==> src/rtl/byte_uart_pkg.sv <==
// byte_uart_pkg: serializer state type, ASCII constants and the
// baud-counter width helper shared by the byte UART transmitter.
package byte_uart_pkg;

    typedef enum logic [1:0] {
        ST_IDLE,
        ST_START,
        ST_DATA,
        ST_STOP
    } ser_state_e;

    localparam logic [7:0] ASCII_LF = 8'h0A;
    localparam logic [7:0] ASCII_CR = 8'h0D;

    // Bits needed to hold div-1, i.e. smallest w with 2**w >= div.
    function automatic int unsigned baud_width(input int unsigned div);
        int unsigned w;
        w = 1;
        while (w < 31 && (32'd1 << w) < div) begin
            w = w + 1;
        end
        return w;
    endfunction

endpackage

==> src/rtl/byte_fifo.sv <==
// byte_fifo: synchronous FIFO with a count register one bit wider
// than the pointers; push when full and pop when empty are ignored.
module byte_fifo #(
    parameter int unsigned DEPTH = 8,
    parameter int unsigned WIDTH = 8,
    localparam int unsigned AW = $clog2(DEPTH)
) (
    input  logic             clk,
    input  logic             rst,
    input  logic             push_i,
    input  logic             pop_i,
    input  logic [WIDTH-1:0] din_i,
    output logic [WIDTH-1:0] dout_o,
    output logic             full_o,
    output logic             empty_o,
    output logic [AW:0]      count_o
);

    logic [WIDTH-1:0] mem_q [DEPTH];
    logic [AW-1:0]    wr_q, wr_d;
    logic [AW-1:0]    rd_q, rd_d;
    logic [AW:0]      count_q, count_d;
    logic             do_push;
    logic             do_pop;

    assign full_o  = (count_q == (AW+1)'(DEPTH));
    assign empty_o = (count_q == '0);
    assign count_o = count_q;
    assign dout_o  = mem_q[rd_q];

    assign do_push = push_i && !full_o;
    assign do_pop  = pop_i && !empty_o;

    always_comb begin
        wr_d    = wr_q;
        rd_d    = rd_q;
        count_d = count_q;
        if (do_push) begin
            wr_d = wr_q + 1'b1;
        end
        if (do_pop) begin
            rd_d = rd_q + 1'b1;
        end
        case ({do_push, do_pop})
            2'b10:   count_d = count_q + 1'b1;
            2'b01:   count_d = count_q - 1'b1;
            default: count_d = count_q;
        endcase
    end

    always_ff @(posedge clk or negedge rst) begin
        if (!rst) begin
            wr_q    <= '0;
            rd_q    <= '0;
            count_q <= '0;
        end else begin
            wr_q    <= wr_d;
            rd_q    <= rd_d;
            count_q <= count_d;
        end
    end

    always_ff @(posedge clk) begin
        if (do_push) begin
            mem_q[wr_q] <= din_i;
        end
    end

endmodule

==> src/rtl/byte_uart_tx.sv <==
// byte_uart_tx: buffers a zero-idle byte stream and sends it as UART 8N1.
// Define UART_CRLF_EN to send a CR frame ahead of every LF byte.
module byte_uart_tx
    import byte_uart_pkg::*;
#(
    parameter int unsigned CLK_DIV    = 16,
    parameter int unsigned FIFO_DEPTH = 8
) (
    input  logic       clk,
    input  logic       rst,
    input  logic [7:0] in,
    output logic       tx,
    output logic       busy,
    output logic       overflow
);

    localparam int unsigned BW = baud_width(CLK_DIV);
    localparam int unsigned CW = $clog2(FIFO_DEPTH) + 1;
    localparam logic [BW-1:0] BAUD_MAX = BW'(CLK_DIV - 1);

    ser_state_e    state_q, state_d;
    logic [7:0]    shreg_q, shreg_d;
    logic [BW-1:0] baud_q, baud_d;
    logic [2:0]    bit_q, bit_d;
    logic          tx_q, tx_d;
    logic          busy_q;
    logic          overflow_q;

    logic          push;
    logic          fifo_pop;
    logic          fifo_full;
    logic          fifo_empty;
    logic [7:0]    fifo_head;
    logic [CW-1:0] fifo_count;
    logic          baud_end;

`ifdef UART_CRLF_EN
    logic          cr_sent_q, cr_sent_d;
`endif

    assign push     = (in != 8'h00);
    assign baud_end = (baud_q == BAUD_MAX);

    assign tx       = tx_q;
    assign busy     = busy_q;
    assign overflow = overflow_q;

    byte_fifo #(
        .DEPTH (FIFO_DEPTH),
        .WIDTH (8)
    ) u_fifo (
        .clk     (clk),
        .rst     (rst),
        .push_i  (push),
        .pop_i   (fifo_pop),
        .din_i   (in),
        .dout_o  (fifo_head),
        .full_o  (fifo_full),
        .empty_o (fifo_empty),
        .count_o (fifo_count)
    );

    always_comb begin
        state_d  = state_q;
        shreg_d  = shreg_q;
        baud_d   = baud_q;
        bit_d    = bit_q;
        fifo_pop = 1'b0;
`ifdef UART_CRLF_EN
        cr_sent_d = cr_sent_q;
`endif
        unique case (state_q)
            ST_IDLE: begin
                if (!fifo_empty) begin
`ifdef UART_CRLF_EN
                    // LF stays at the head until its CR has gone out.
                    if (fifo_head == ASCII_LF && !cr_sent_q) begin
                        shreg_d   = ASCII_CR;
                        cr_sent_d = 1'b1;
                    end else begin
                        fifo_pop  = 1'b1;
                        shreg_d   = fifo_head;
                        cr_sent_d = 1'b0;
                    end
`else
                    fifo_pop = 1'b1;
                    shreg_d  = fifo_head;
`endif
                    baud_d  = '0;
                    state_d = ST_START;
                end
            end
            ST_START: begin
                if (baud_end) begin
                    baud_d  = '0;
                    bit_d   = 3'd0;
                    state_d = ST_DATA;
                end else begin
                    baud_d = baud_q + 1'b1;
                end
            end
            ST_DATA: begin
                if (baud_end) begin
                    baud_d = '0;
                    if (bit_q == 3'd7) begin
                        state_d = ST_STOP;
                    end else begin
                        bit_d = bit_q + 1'b1;
                    end
                end else begin
                    baud_d = baud_q + 1'b1;
                end
            end
            ST_STOP: begin
                if (baud_end) begin
                    baud_d  = '0;
                    state_d = ST_IDLE;
                end else begin
                    baud_d = baud_q + 1'b1;
                end
            end
        endcase

        // Line level follows the state being entered, so tx is glitch-free.
        case (state_d)
            ST_START: tx_d = 1'b0;
            ST_DATA:  tx_d = shreg_d[bit_d];
            default:  tx_d = 1'b1;
        endcase
    end

    always_ff @(posedge clk or negedge rst) begin
        if (!rst) begin
            state_q    <= ST_IDLE;
            shreg_q    <= '0;
            baud_q     <= '0;
            bit_q      <= '0;
            tx_q       <= 1'b1;
            busy_q     <= 1'b0;
            overflow_q <= 1'b0;
        end else begin
            state_q    <= state_d;
            shreg_q    <= shreg_d;
            baud_q     <= baud_d;
            bit_q      <= bit_d;
            tx_q       <= tx_d;
            busy_q     <= (state_q != ST_IDLE) || (fifo_count != '0);
            if (push && fifo_full) begin
                overflow_q <= 1'b1;
            end
        end
    end

`ifdef UART_CRLF_EN
    always_ff @(posedge clk or negedge rst) begin
        if (!rst) begin
            cr_sent_q <= 1'b0;
        end else begin
            cr_sent_q <= cr_sent_d;
        end
    end
`endif

endmodule

==> config.mk <==
export PLATFORM = sky130hd
export DESIGN_NAME = byte_uart_tx
export DESIGN_NICKNAME = d
export VERILOG_FILES = /design/src/rtl/byte_uart_pkg.sv /design/src/rtl/byte_fifo.sv /design/src/rtl/byte_uart_tx.sv
export SDC_FILE = /design/constraint.sdc
export NUM_CORES = 1
export LEC_CHECK = 0
export CORE_ASPECT_RATIO = 1.4
export CORE_MARGIN = 10
export CORE_UTILIZATION = 30
export DETAILED_ROUTE_END_ITERATION = 6
export PLACE_DENSITY = 0.44
export SLEW_MARGIN = 20
export SYNTH_ARGS = -nofsm -noshare
export SYNTH_HDL_FRONTEND = slang
export SYNTH_SLANG_ARGS = --single-unit
export TNS_END_PERCENT = 20
==> constraint.sdc <==
create_clock -name clk -period 2.5 [get_ports clk]
set_clock_uncertainty 0.1 [all_clocks]
set_input_delay 0.375 -clock clk [delete_from_list [all_inputs] [get_ports clk]]
set_output_delay 0.375 -clock clk [all_outputs]
set_load 0.02 [all_outputs]
==> results of run 1 <==
metal layers:
metal	vias to the layer above	share of wire	GRT usage
met3	8	0.021	0.0228
li1	1204	-	-
met2	22	0.55	0.188
met5	-	0	0
met4	0	0.011	0.0330
met1	1256	0.42	0.110
stage by stage:
stage,setup slack [ps],cells,cell area (µm²),util,hold slack [ps]
floorplan,2.53,297,4230,-,-20.6
global placement,-284,514,4770,0.344,358
detailed placement,-291,514,4770,0.344,367
CTS,58.1,530,5040,0.364,361
global route,-3.60,530,5070,0.366,386
finish,102,530,5070,0.366,344
cells in the mapped netlist (3+ instances only):
cell type / n
a21oi_1: 4
a22o_1: 10
a22o_2: 4
a31oi_1: 3
and2_1: 5
buf_4: 4
buf_6: 4
dfrtp_1: 29
edfxtp_1: 64
ha_1: 12
inv_1: 5
mux2_2: 3
mux2i_1: 33
nand2_1: 29
nand2b_1: 5
nor2_1: 14
nor3_1: 4
nor4_1: 3
o21ai_0: 10
o31ai_1: 7
xnor2_1: 4
xor2_1: 4
power breakdown:
group / leakage, µW / switching [µW] / internal (µW)
sequential: 0.000948 / 229 / 2200
combinational: 0.000882 / 1290 / 1070
clock: 0.000126 / 598 / 680
total: 0.00196 / 2120 / 3950
cell usage in the layout, fill, tap and decap left out, types with 5 or more instances in the layout:
cell type        netlist  routed
ha_1                  12      10
edfxtp_1              64      64
mux2i_1               33      33
o31ai_1                7       7
nand2b_1               5       5
clkdlybuf4s50_1        0      12
buf_4                  4      27
dfrtp_1               29      28
o21ai_0               10      10
a22o_1                10      10
nor2_1                14      14
and2_1                 5       5
inv_1                  5       5
clkbuf_16              0       9
nand2_1               29      29
buf_12                 1       6
area by class of cell:
cell class | count | area (µm²) | share of cell area
Tap cell | 185 | 231 | 0.0456
Clock buffer | 10 | 229 | 0.0452
Inverter | 5 | 18.8 | 0.00370
Timing Repair Buffer | 45 | 443 | 0.0873
Clock inverter | 6 | 45.0 | 0.00888
Sequential cell | 94 | 2680 | 0.528
Multi-Input combinational cell | 185 | 1430 | 0.282
worst register-to-register path: stages (launching register included):
cell and delay (ps):
dfrtp_1 470, nor3_1 290, nand2_1 150, and2_1 190, inv_1 90, ha_2 190
xor2_1 150, ha_1 180, a21oi_2 40, xor2_1 150, nor2_1 110, xor2_1 150
logic make-up after synthesis:
| group | count (synthesis) |
|---|---|
| flip-flops | 94 |
| AND/OR/NAND/NOR | 73 |
| AO/OA/AOI/OAI | 55 |
| multiplexers | 37 |
| buffers and inverters | 18 |
| adder cells (fa/ha/maj) | 12 |
| XOR/XNOR | 8 |
flip-flops by register name, indices dropped and copies added, names as in the netlist:
signal,cells
u_fifo.wr_q,3
u_fifo.rd_q,3
overflow,1
bit_q,3
baud_q,4
tx,1
shreg_q,8
busy,1
state_q,2
u_fifo.count_o,4
u_fifo.mem_q,64
worst max path at each step:
stage | cells after the start | start | slack [ps] | endpoint
final | 8 | in[0] | 100 | u_fifo.mem_q[7][4]
after global routing | 13 | in[2] | -4 | u_fifo.count_o[2]
after CTS | 13 | in[1] | 60 | u_fifo.count_o[2]
after detailed placement | 13 | in[1] | -290 | u_fifo.count_o[2]
after global placement | 13 | in[1] | -280 | u_fifo.count_o[2]
after floorplan | 11 | u_fifo.count_o[2] | 3 | u_fifo.count_o[2]
==> out/metrics.csv, run 1 <==
stage,metric,value,unit
final_layout,fraction of layout cells with a size suffix above 1,0.206,
power_and_ir_drop,Peak VDD IR,344,µV
clock_tree,CTS root buffer,clkbuf_16,
drt,initial drt markers,107,
drt,vias per inst,4.70,
logic_synthesis,Synth Flop Type,edfxtp_1,
logic_synthesis,post-synthesis cell count,297,
setup_path,Max stage delay on crit path,730,ps
clock_tree,Sink Count,94,
setup_path,Worst R2R Path Depth,11,
final_layout,Filler cells,1344,
logic_synthesis,simple-gate area share of the yosys netlist,0.0850,
setup_path,data required time of the worst path,2360,ps
setup_path,critical path class,in2reg,
drt,DRC viols,0,
logic_synthesis,area of the mapped netlist,0.00422,mm²
grt,initial antenna violation count,0,
setup_path,R2R Setup Slk,160,ps
drt,wire per inst,17.7,µm
logic_synthesis,Synth top area share,0.455,
clock_tree,clock transition at the registers of the reported paths,70,ps
logic_synthesis,largest family of logic cells by synthesized area,compound AO/OA/AOI/OAI gates,
drt,DR vias,2490,
clock_tree,hold_buf cts,0,
setup_path,RR Endpoint,u_fifo.count_o[2],
clock_tree,total CTS buffers,9,
sta,final setup vio count,0,
placed_design,buffers added on ports,12,
power_and_ir_drop,total power,6070,µW
final_layout,n_diodes,0,
power_and_ir_drop,static leakage power,0.00196,µW
logic_synthesis,xor/xnor share of the synthesized area,0.0166,
die,initial core utilization,0.305,
clock_tree,clk buf depth,2,
setup_path,"Arr. time, crit path",2260,ps
sta,setup_tns,0,ps
sta,Final Critical Period,2400,ps
logic_synthesis,net count after synthesis,319,
setup_path,"CP delay by family, top",simple AND/OR/NAND/NOR gates,
clock_tree,TritonCTS clock tree,done,
logic_synthesis,post-synthesis sequential area ratio,0.633,
clock_tree,# resized after CTS,0,
clock_tree,clk_lat worst skew,340,ps
clock_tree,Post-CTS Setup Bufs,0,
setup_path,Crit path buffers/inverters,3,
logic_synthesis,Yosys Warn Count,0,
drt,ANT nets after route,0,
logic_synthesis,register bit total from synthesis,94,
setup_path,Crit Path Max Fanout,8,
setup_path,CP Cell Sequence,clkdlybuf4s50_1 -> nor4_2 -> buf_4 -> nand2_1 -> and2_1 -> buf_4 -> nand2_1 -> nor2_1,
placed_design,post-DP HPWL,6.40,mm
die,Die X,120,µm
final_layout,Area Overhead vs Synth,20.1,%
logic_synthesis,syn_area_per_cell,14.2,µm²
sta,fmax,417,MHz
logic_synthesis,Synth area leader,edfxtp_1,
setup_path,Setup crit end kind,flip-flop,
setup_path,worst r2r src,u_fifo.count_o[2],
sta,Tcrit/Tclk final,0.959,
logic_synthesis,post-synthesis mux area share,0.0889,
logic_synthesis,number of synthesized flops with an enable pin,64,
setup_path,CP max stage cell,nor2_1,
sta,Rel. slew slack,0.380,
sta,max-slew violations,0,
worst_hold_path,class of the worst hold path,in2async,
grt,maximum number of pins on one net before global-route repair,31,
drt,Initial DRT Pass Iterations,4,
grt,gr usage total,0.102,
grt,global-route wire length before repair,14.8,mm
run,Max Cap Viol,0,
logic_synthesis,post-synthesis adder-cell area fraction,0.0355,
drt,Detailed Route WL,9.38,mm
final_layout,Total Nets Final,362,
die,# IOs,13,
power_and_ir_drop,pwr/cell area,1200,mW/mm²
grt,vias in the first global route,2667,
clock_tree,H-tree Lvls,3,
placed_design,RD Place Congestion,0.745,
sta,RSZ-0062 raised after global routing,true,
die,Die Height,160,µm
sta,worst-margin pin slew,926,ps
run_status,status,"finished, final reports clean",
logic_synthesis,asr flop ratio synth,0.319,
sta,Final Hold Viols,0,
die,Core Region,0.0138,mm²
setup_path,CP startpoint kind,input pin,
logic_synthesis,Yosys cell types,52,
die,row count,51,
grt,gr ovfl total,0,
logic_synthesis,complex-gate fraction of the synthesized area,0.105,
logic_synthesis,largest cells by area after synthesis,"edfxtp_1 (45%), dfrtp_1 (17%), mux2i_1 (7.8%), ha_1 (3.6%), nand2_1 (2.6%)",
die,Die ar.,0.0193,mm²
(Power assumes the default switching activity.)
==> run 2, diff against run 1 <==
Settings changed: CAP_MARGIN set to 20.
==> results of run 2 <==
No change in the layout: final DEF, timing and power equal those of run 1.
==> run 3, diff against run 2 <==
Settings changed: PLACE_DENSITY 0.44 to 0.48.
==> run 3 against run 2 <==
Effect of this change:
- cell area shrank 1.0%
- combinational power shrank 5%
- core utilization down 0.37 points
- sequential cell count unchanged
- critical path depth grew 5
- largest cell class unchanged
- largest power group unchanged
==> out/metrics.csv, run 3 (same netlist as run 1, synthesis figures left out) <==
stage,metric,value,unit,change
drt,DR vias,2456,,-1.4%
sta,Tcrit/Tclk final,0.964,,+0.00487
setup_path,Crit path buffers/inverters,3,,unchanged
power_and_ir_drop,Peak VDD IR,434,µV,+26%
drt,Initial DRT Pass Iterations,4,,unchanged
sta,Final Hold Viols,0,,unchanged
final_layout,register with the most flip-flops,u_fifo.mem_q,,
die,initial core utilization,0.305,,unchanged
run,Max Cap Viol,0,,unchanged
clock_tree,clock transition at the registers of the reported paths,70,ps,about the same
final_layout,"most common cell after layout, fill and taps aside",edfxtp_1,,
setup_path,RR Endpoint,tx,,
grt,gr usage total,0.0965,,-0.00510
grt,maximum number of pins on one net before global-route repair,35,,+13%
setup_path,CP max stage cell,clkdlybuf4s50_1,,
drt,DRC viols,0,,unchanged
sta,final setup vio count,0,,unchanged
setup_path,R2R Setup Slk,160,ps,about the same
clock_tree,clk_lat worst skew,340,ps,about the same
setup_path,CP Cell Sequence,clkdlybuf4s50_1 -> nor4_2 -> buf_4 -> nand2_1 -> and2_1 -> inv_1 -> ha_2 -> xor2_1 -> ha_1 -> a21oi_1 -> xor2_1 -> nor2_1 -> xor2_1,,
die,# IOs,13,,unchanged
run_status,status,"finished, final reports clean",,
clock_tree,total CTS buffers,9,,unchanged
final_layout,fraction of layout cells with a size suffix above 1,0.215,,+0.00932
drt,Detailed Route WL,9.16,mm,-2.4%
clock_tree,CTS root buffer,clkbuf_16,,
setup_path,critical path class,in2reg,,
final_layout,post-route cell area,0.00502,mm²,-1.0%
clock_tree,clk buf depth,2,,unchanged
grt,vias in the first global route,2555,,-4.2%
grt,initial antenna violation count,0,,unchanged
drt,vias per inst,4.64,,-1.2%
die,Core Region,0.0138,mm²,unchanged
final_layout,Area Overhead vs Synth,18.8,%,
final_layout,Total Nets Final,361,,-0.28%
setup_path,Worst R2R Path Depth,8,,-3
setup_path,data required time of the worst path,2620,ps,+260 ps
drt,ANT nets after route,0,,unchanged
setup_path,Critical Path End,u_fifo.count_o[2],,
sta,Final Critical Period,2410,ps,+12.2 ps
placed_design,dpl cell area,0.00470,mm²,-1.5%
sta,final worst slack,90.1,ps,-12.2 ps
setup_path,"CP delay by family, top",buffers and inverters,,
clock_tree,hold_buf cts,0,,unchanged
placed_design,dpl ws,-327,ps,-35.9 ps
sta,worst-margin pin slew,860,ps,-65.7 ps
sta,RSZ-0062 raised after global routing,true,,
power_and_ir_drop,pwr/cell area,1190,mW/mm²,-0.76%
clock_tree,H-tree Lvls,3,,unchanged
sta,max-slew violations,0,,unchanged
setup_path,Crit path depth,13,,+5
die,Die ar.,0.0193,mm²,unchanged
setup_path,worst r2r src,state_q[1],,
setup_path,crit path from,in[1],,
drt,wire per inst,17.3,µm,-2.2%
final_layout,Largest register FFs,64,,unchanged
sta,fmax,415,MHz,-0.51%
placed_design,buffers added on ports,12,,unchanged
drt,initial drt markers,73,,-32%
die,Die Height,160,µm,unchanged
clock_tree,TritonCTS clock tree,done,,
die,row count,51,,unchanged
setup_path,CP dominant cell by count,xor2_1,,
final_layout,most frequent cells in the layout,"edfxtp_1 (64), mux2i_1 (33), buf_4 (31)",,
grt,gr ovfl total,0,,unchanged
setup_path,Max stage delay on crit path,460,ps,-270 ps
grt,global-route wire length before repair,14.4,mm,-3.3%
setup_path,Crit Path Max Fanout,2,,-6
final_layout,Regs by FF count,"u_fifo.mem_q (64), shreg_q (8)",,
clock_tree,# resized after CTS,0,,unchanged
sta,Rel. slew slack,0.424,,+0.0440
power_and_ir_drop,total power,5960,µW,-1.8%
placed_design,post-DP HPWL,6.42,mm,+0.25%
clock_tree,Sink Count,94,,unchanged
die,Die X,120,µm,unchanged
placed_design,RD Place Congestion,0.713,,-4.3%
final_layout,n_diodes,0,,unchanged
power_and_ir_drop,static leakage power,0.00194,µW,-0.54%
worst_hold_path,class of the worst hold path,in2async,,
setup_path,CP startpoint kind,input pin,,
setup_path,"Arr. time, crit path",2530,ps,+270 ps
setup_path,Setup crit end kind,flip-flop,,
clock_tree,Post-CTS Setup Bufs,0,,unchanged
## run 3: cell count changes in the layout (fill, tap and decap cells not counted), moves of 2 or more
cell    previous run  this run
buf_12             6         1
nor2_2             0         2
nor2_1            14        12
buf_4             27        31
## run 3: per-stage QoR
step	utilization	TNS, ps	std cells	hold slack (ps)
2_1_floorplan	-	0	297	-20.6
3_3_place_gp	0.339	-9270	513	361
3_5_place_dp	0.339	-10440	513	371
4_1_cts	0.359	0	529	350
5_1_grt	0.363	-75.0	529	378
6_report	0.363	0	529	339
## run 3: worst min-delay path by stage
stage | depth (start not counted) | endpoint | slack, ps | start
2_1_floorplan | 0 | baud_q[0] | -20 | rst
3_3_place_gp | 2 | shreg_q[2] | 360 | shreg_q[2]
3_5_place_dp | 2 | shreg_q[2] | 370 | shreg_q[2]
4_1_cts | 2 | u_fifo.count_o[3] | 350 | rst
5_1_grt | 2 | u_fifo.count_o[3] | 380 | rst
6_report | 2 | u_fifo.count_o[3] | 340 | rst
## run 3: area by class of cell
class,count,area [µm²]
repair buffers,44,375
fillers,1370,8830
inverters,5,18.8
multi-input cells,185,1450
flip-flops and latches,94,2680
well taps,185,231
clock buffers,9,225
clock inverters,7,48.8
## run 3: power by group
part           switching (µW)  total, µW  internal [µW]
sequential                244       2450           2210
combinational            1270       2250            983
clock                     588       1260            673
total                    2100       5960           3860
## run 3: metal layers
metal,track usage,routed length [µm],vias up
li1,-,-,1198
met1,0.107,3780,1217
met2,0.174,4950,27
met3,0.0151,197,14
met4,0.0484,225,0
met5,0,0,-
